### src/rtl/if_fetch_queue_pkg.sv
`default_nettype none
// ============================================================================
// Module : if_fetch_queue_pkg
// Brief  : Shared widths, NOP encoding and PC defaults for the fetch front end.
// Rev    : 1.0
// ============================================================================
package if_fetch_queue_pkg;

  localparam int INST_ADDR_W = 32;
  localparam int INST_DATA_W = 32;

  typedef logic [INST_ADDR_W-1:0] inst_addr_t;
  typedef logic [INST_DATA_W-1:0] inst_t;

  localparam inst_t      INST_NOP     = 32'h0000_0000;
  localparam int         PC_STEP      = 4;
  localparam inst_addr_t RESET_PC_DEF = 32'h0000_0000;

endpackage
`default_nettype wire

### src/rtl/if_fetch_queue_if.sv
`default_nettype none
// ============================================================================
// Module : if_fetch_queue_if
// Brief  : ROM request/response and ID-stage handshake bundle for the fetch queue.
// Rev    : 1.0
// ============================================================================
interface if_fetch_queue_if
  import if_fetch_queue_pkg::*;
#(
  parameter int ADDR_W = INST_ADDR_W,
  parameter int INST_W = INST_DATA_W
);

  logic [INST_W-1:0] rom_data;
  logic [ADDR_W-1:0] rom_addr;
  logic              rom_en;
  logic              stall;
  logic              redirect_valid;
  logic [ADDR_W-1:0] redirect_pc;
  logic [ADDR_W-1:0] id_pc;
  logic [INST_W-1:0] id_inst;
  logic              id_valid;

  // master = fetch unit, slave = ROM plus ID stage
  modport master (
    input  rom_data, stall, redirect_valid, redirect_pc,
    output rom_addr, rom_en, id_pc, id_inst, id_valid
  );

  modport slave (
    output rom_data, stall, redirect_valid, redirect_pc,
    input  rom_addr, rom_en, id_pc, id_inst, id_valid
  );

endinterface
`default_nettype wire

### src/rtl/if_fetch_queue_fetch_fifo.sv
`default_nettype none
// ============================================================================
// Module : fetch_fifo
// Brief  : Synchronous FIFO with flush, holding {pc, inst} fetch entries.
// Rev    : 1.0
// ============================================================================
module fetch_fifo #(
  parameter int WIDTH = 64,
  parameter int DEPTH = 4
) (
  input  wire logic                         clk,
  input  wire logic                         rst,
  input  wire logic                         i_push,
  input  wire logic                         i_pop,
  input  wire logic                         i_flush,
  input  wire logic [WIDTH-1:0]             i_data,
  output logic      [WIDTH-1:0]             o_head,
  output logic      [$clog2(DEPTH+1)-1:0]   o_count,
  output logic                              o_empty,
  output logic                              o_full
);

  localparam int PTR_W = $clog2(DEPTH);
  localparam int CNT_W = $clog2(DEPTH+1);

  logic [WIDTH-1:0] r_mem [DEPTH];
  logic [PTR_W-1:0] r_wr_ptr;
  logic [PTR_W-1:0] r_rd_ptr;
  logic [CNT_W-1:0] r_count;
  logic             w_do_push;
  logic             w_do_pop;

  assign o_empty   = (r_count == '0);
  assign o_full    = (r_count == CNT_W'(DEPTH));
  assign o_count   = r_count;
  assign o_head    = r_mem[r_rd_ptr];
  assign w_do_pop  = i_pop && !o_empty;
  assign w_do_push = i_push && (!o_full || w_do_pop);

  always_ff @(posedge clk) begin
    if (w_do_push) begin
      r_mem[r_wr_ptr] <= i_data;
    end
  end

  // Pointers are power-of-two sized, so increments wrap on their own
  always_ff @(posedge clk) begin
    if (rst || i_flush) begin
      r_wr_ptr <= '0;
      r_rd_ptr <= '0;
      r_count  <= '0;
    end else begin
      if (w_do_push) r_wr_ptr <= r_wr_ptr + PTR_W'(1);
      if (w_do_pop)  r_rd_ptr <= r_rd_ptr + PTR_W'(1);
      r_count <= r_count + CNT_W'(w_do_push) - CNT_W'(w_do_pop);
    end
  end

endmodule
`default_nettype wire

### src/rtl/if_fetch_queue.sv
`default_nettype none
// ============================================================================
// Module : if_fetch_queue
// Brief  : Credit-based sequential instruction fetch with redirect/flush queue.
// Rev    : 1.0
// ============================================================================
module if_fetch_queue
  import if_fetch_queue_pkg::*;
#(
  parameter int                ADDR_W   = INST_ADDR_W,
  parameter int                INST_W   = INST_DATA_W,
  parameter int                DEPTH    = 4,
  parameter logic [ADDR_W-1:0] RESET_PC = ADDR_W'(RESET_PC_DEF)
) (
  input  wire logic         clk,
  input  wire logic         rst,
  if_fetch_queue_if.master  bus
);

  localparam int ENT_W = ADDR_W + INST_W;
  localparam int CNT_W = $clog2(DEPTH+1);
  localparam int CRD_W = CNT_W + 1;

  logic [ADDR_W-1:0] r_fetch_pc;
  logic [ADDR_W-1:0] r_req_pc;
  logic              r_inflight;
  logic              r_kill;

  logic [CNT_W-1:0]  w_count;
  logic              w_empty;
  logic              w_full;
  logic [ENT_W-1:0]  w_head;
  logic              w_id_valid;
  logic              w_pop;
  logic              w_push;
  logic              w_issue;
  logic [CRD_W-1:0]  w_used;

  assign w_id_valid = !rst && !w_empty && !bus.redirect_valid;
  assign w_pop      = w_id_valid && !bus.stall;
  // Entries held plus the one outstanding request, less the one leaving now
  assign w_used     = CRD_W'(w_count) + CRD_W'(r_inflight) - CRD_W'(w_pop);
  assign w_issue    = !rst && !bus.redirect_valid && (w_used < CRD_W'(DEPTH));
  assign w_push     = r_inflight && !r_kill && !bus.redirect_valid;

  always_ff @(posedge clk) begin
    if (rst) begin
      r_fetch_pc <= RESET_PC;
      r_req_pc   <= '0;
      r_inflight <= 1'b0;
      r_kill     <= 1'b0;
    end else begin
      r_inflight <= w_issue;
      r_kill     <= bus.redirect_valid;
      if (w_issue) begin
        r_req_pc <= r_fetch_pc;
      end
      if (bus.redirect_valid) begin
        r_fetch_pc <= bus.redirect_pc;
      end else if (w_issue) begin
        r_fetch_pc <= r_fetch_pc + ADDR_W'(PC_STEP);
      end
    end
  end

  fetch_fifo #(
    .WIDTH (ENT_W),
    .DEPTH (DEPTH)
  ) u_fifo (
    .clk     (clk),
    .rst     (rst),
    .i_push  (w_push),
    .i_pop   (w_pop),
    .i_flush (bus.redirect_valid),
    .i_data  ({r_req_pc, bus.rom_data}),
    .o_head  (w_head),
    .o_count (w_count),
    .o_empty (w_empty),
    .o_full  (w_full)
  );

  assign bus.rom_addr = r_fetch_pc;
  assign bus.rom_en   = w_issue;
  assign bus.id_valid = w_id_valid;
  assign bus.id_pc    = w_empty ? '0 : w_head[ENT_W-1:INST_W];
  assign bus.id_inst  = w_empty ? INST_W'(INST_NOP) : w_head[INST_W-1:0];

  logic w_unused;
  assign w_unused = w_full;

endmodule
`default_nettype wire

### src/flat_wrapper.sv
// flat-port wrapper written by rule: the top's interface ports become plain ports
module if_fetch_queue_flat import if_fetch_queue_pkg::*;
#(
  parameter int                ADDR_W   = INST_ADDR_W,
  parameter int                INST_W   = INST_DATA_W,
  parameter int                DEPTH    = 4,
  parameter logic [ADDR_W-1:0] RESET_PC = ADDR_W'(RESET_PC_DEF)
)
  (clk, rst, bus_rom_data, bus_stall, bus_redirect_valid, bus_redirect_pc, bus_rom_addr, bus_rom_en, bus_id_pc, bus_id_inst, bus_id_valid);
  if_fetch_queue_if #(.ADDR_W(ADDR_W), .INST_W(INST_W)) bus_i ();
  input  wire logic clk;
  input  wire logic rst;
  input wire logic [$bits(bus_i.rom_data)-1:0] bus_rom_data;
  input wire logic [$bits(bus_i.stall)-1:0] bus_stall;
  input wire logic [$bits(bus_i.redirect_valid)-1:0] bus_redirect_valid;
  input wire logic [$bits(bus_i.redirect_pc)-1:0] bus_redirect_pc;
  output wire logic [$bits(bus_i.rom_addr)-1:0] bus_rom_addr;
  output wire logic [$bits(bus_i.rom_en)-1:0] bus_rom_en;
  output wire logic [$bits(bus_i.id_pc)-1:0] bus_id_pc;
  output wire logic [$bits(bus_i.id_inst)-1:0] bus_id_inst;
  output wire logic [$bits(bus_i.id_valid)-1:0] bus_id_valid;
  assign bus_i.rom_data = bus_rom_data;
  assign bus_i.stall = bus_stall;
  assign bus_i.redirect_valid = bus_redirect_valid;
  assign bus_i.redirect_pc = bus_redirect_pc;
  assign bus_rom_addr = bus_i.rom_addr;
  assign bus_rom_en = bus_i.rom_en;
  assign bus_id_pc = bus_i.id_pc;
  assign bus_id_inst = bus_i.id_inst;
  assign bus_id_valid = bus_i.id_valid;
  if_fetch_queue #(.ADDR_W(ADDR_W), .INST_W(INST_W), .DEPTH(DEPTH), .RESET_PC(RESET_PC)) u_core (.clk(clk), .rst(rst), .bus(bus_i));
endmodule
### config.mk
export PLATFORM = sky130hd
export DESIGN_NAME = if_fetch_queue_flat
export DESIGN_NICKNAME = d
export VERILOG_FILES = /design/src/rtl/if_fetch_queue_pkg.sv /design/src/rtl/if_fetch_queue_if.sv /design/src/rtl/if_fetch_queue_fetch_fifo.sv /design/src/rtl/if_fetch_queue.sv /design/src/flat_wrapper.sv
export SDC_FILE = /design/constraint.sdc
export NUM_CORES = 1
export LEC_CHECK = 0
export ABC_AREA = 1
export ABC_CLOCK_PERIOD_IN_PS = 4900
export BUFFER_PORTS_ARGS = -buffer_cell sky130_fd_sc_hd__buf_2
export CAP_MARGIN = 20
export CELL_PAD_IN_SITES_DETAIL_PLACEMENT = 1
export CELL_PAD_IN_SITES_GLOBAL_PLACEMENT = 1
export CORE_UTILIZATION = 41
export DETAILED_ROUTE_END_ITERATION = 16
export HOLD_SLACK_MARGIN = 0.06
export PLACE_DENSITY_LB_ADDON = 0.1
export SYNTH_ARGS = -nofsm -noshare
export SYNTH_HDL_FRONTEND = slang
export SYNTH_SLANG_ARGS = --single-unit
### constraint.sdc
create_clock -name clk -period 4.9 [get_ports clk]
set_clock_uncertainty 0.15 [all_clocks]
set_input_delay 0.735 -clock clk [delete_from_list [all_inputs] [get_ports clk]]
set_output_delay 0.735 -clock clk [all_outputs]
set_load 0.05 [all_outputs]
==> flow_summary.ini <==
[cells_and_area]
drive_gt1_share_pct = 16.62
stdcell_count = 1976
design_area_sq_um = 16180
antenna-diode-count = 0
fin_util_pct = 49.48
layout_commonest_cell = nor2_1
syn_to_final_growth_pct = 17.91
nFillCells = 3691
layout_common_cells = nor2_1 (368), edfxtp_1 (256), buf_2 (165)
finalNetCount = 1582

[routing]
drt_iter0_markers = 547
route.detailed.drc = 0
first_pass_iters = 5
ant_nets = 0
routedWlPerCell_um = 18.47
wl_um = 36500
via_per_inst = 5.070
vias = 10020

[timing]
finalSetupViolCount = 0
max_freq_mhz = 274.0
slew_headroom_pct = 38.61
hold_viol_final = 0
worst_slack_ns = 1.251
grt_setup_unrepaired = false
tightest_slew_ns = 0.9209
timing.final.crit_share_pct = 74.48
fin_tns_setup_ns = 0
finalCriticalPeriod_ns = 3.649
hold_ws_ns = 0.2857
drv_slew = 0

[clock_network]
clock_sinks = 331
root_buffer = clkbuf_16
cts_tree = yes
htreeDepth = 2
cts_max_path_buffers = 3
cts_resized = 0
cts_setup_buffers = 0
clk_pin_slew_ns = 0.06
clk_latency_ns = 0.51
cts_buffers = 38
cts-hold-fix-buffers = 0

[hold_path]
holdPathEnd = u_core.u_fifo.r_mem[1][29]
min-delay-start = bus_rom_data[29]
hold_class = in -> reg
hold_depth = 1

[placed_design]
dpl_worst_slack_ns = 1.362
place_area_sq_um = 14980
place_hpwl_um = 21980
numPortBuffers = 165
dp_cells = 1906
place_congestion = 0.8421

[floorplan]
fp.coreArea_sq_um = 32700
dieArea_sq_um = 34210
rows = 66
start_util_pct = 41.97
die_h_um = 185.0
die_w_um = 185.0
ios = 166

[grt]
grt_pass1_vias = 10450
track_usage_pct = 21.71
grt-ovfl-total = 0
antenna_found_initial = 0
grt_pass1_wl_um = 57350
grt_max_degree = 73

[power_and_ir_drop]
ir_drop_v = 0.0002099
power.leakage_nw = 6.140
power.total_mw = 6.142
powerDensity_nw_per_um2 = 379.6

[setup_path]
rrSetupSlack_ns = 1.82
cp.required_ns = 4.01
worst-r2r-cell-count = 17
reg2reg_to = u_core.bus.rom_addr[8]
cp-end-kind = output port
critPathKind = reg -> out
worstPathArrival_ns = 2.76
worst-path-max-fanout = 34
timing.rr.start = u_core.u_fifo.o_count[1]
start_kind = flip-flop

[synthesis]
synth-seq-cells = 331
synth_adder_area_share_pct = 0.9664
synth_area_sq_um = 13720
yosys_warnings = 0
yosysUniqueCellTypes = 29
muxShareOfSynthArea_pct = 0
synth-simple-area-share_pct = 16.94
synth_top_family_by_area = simple AND/OR/NAND/NOR gates
syn_inst = 1354
avgSynthCellArea_sq_um = 10.14
synth_xor_area_share_pct = 0.5105
syn-num-nets = 1432
yosysSeqAreaShare_pct = 66.95
synth_compound_area_share_pct = 10.61

[outcome]
status = completed

[job]
drv_cap = 0
==> worst max path at each step <==
stage / start / end / slack [ns]
2_1_floorplan: bus_redirect_valid / u_core.u_fifo.r_mem[0][0] / 0.11
3_3_place_gp: rst / u_core.bus.rom_addr[7] / 1.41
6_report: flip-flop / bus_id_pc[14] / 1.25
5_1_grt: flip-flop / bus_id_pc[14] / 1.09
3_5_place_dp: rst / u_core.bus.rom_addr[3] / 1.36
4_1_cts: flip-flop / bus_id_pc[14] / 1.17
==> logic make-up after synthesis <==
kind of cell / count (synthesis)
flops: 331
buf+inv: 132
simple gates: 587
fa+ha+maj: 10
xor+xnor: 8
compound gates: 286
==> worst max-delay path, stage by stage (launching register included) <==
cell,delay [ns]
dfxtp_2,0.34
clkinv_2,0.45
buf_4,0.49
nor2_1,0.19
o21ai_0,0.10
a21oi_1,0.33
buf_2,0.34
==> where the power goes <==
part / total, mW / switching, mW / internal, mW
clock: 2.68 / 1.10 / 1.58
sequential: 3.14 / 0.0601 / 3.08
combinational: 0.328 / 0.239 / 0.0887
total: 6.14 / 1.40 / 4.74
==> state kept, by name, indices dropped and copies added (netlist names), named ones only <==
signal,cells
u_core.u_fifo.r_mem,256
u_core.r_inflight,1
u_core.bus.rom_addr,32
u_core.r_req_pc,32
u_core.u_fifo.r_rd_ptr,2
u_core.u_fifo.r_wr_ptr,2
u_core.u_fifo.o_count,3
u_core.r_kill,1
==> metal layers <==
metal | wire length (um) | track usage, % | vias up
met4 | 552 | 5.025 | 0
met5 | 0 | 0 | -
met2 | 17890 | 37.62 | 197
li1 | - | - | 4904
met1 | 16540 | 28.42 | 4881
met3 | 1522 | 3.519 | 37
==> Yosys cell counts <==
master    count  share of area (%)
nand3_1      53                1.9
buf_6         4               0.33
nor2_8        1               0.15
buf_4         1              0.055
nand4_1       2              0.091
nor3_1        1              0.036
clkbuf_1     35               0.96
a21oi_1     105                3.8
dfxtp_1      75                 11
o21bai_1      2               0.11
nand3b_1      2               0.11
fa_1          1               0.15
o21ai_0     163                5.9
edfxtp_1    256                 56
ha_1          9               0.82
xnor2_1       5               0.32
nand2_1     146                4.0
o21a_1        3               0.16
buf_2        18               0.66
a21boi_0      5               0.27
nor2_2        6               0.27
nor2_1      372                 10
inv_2         3              0.082
inv_1        56                1.5
nand2_2       2              0.091
o21ai_1       8               0.29
and2_1        2              0.091
buf_1        15               0.41
xor2_1        3               0.19
==> area by class of cell <==
cell class / instances / area, sq um / area share (%)
inverter: 59 / 224.0 / 1.384
multi-input combinational: 891 / 4014 / 24.80
sequential: 331 / 9194 / 56.82
clock inverter: 18 / 142.6 / 0.8815
tap: 442 / 553.0 / 3.418
timing repair buffer: 183 / 998.5 / 6.170
clock buffer: 52 / 1056 / 6.526
(Power assumes the default switching activity.)
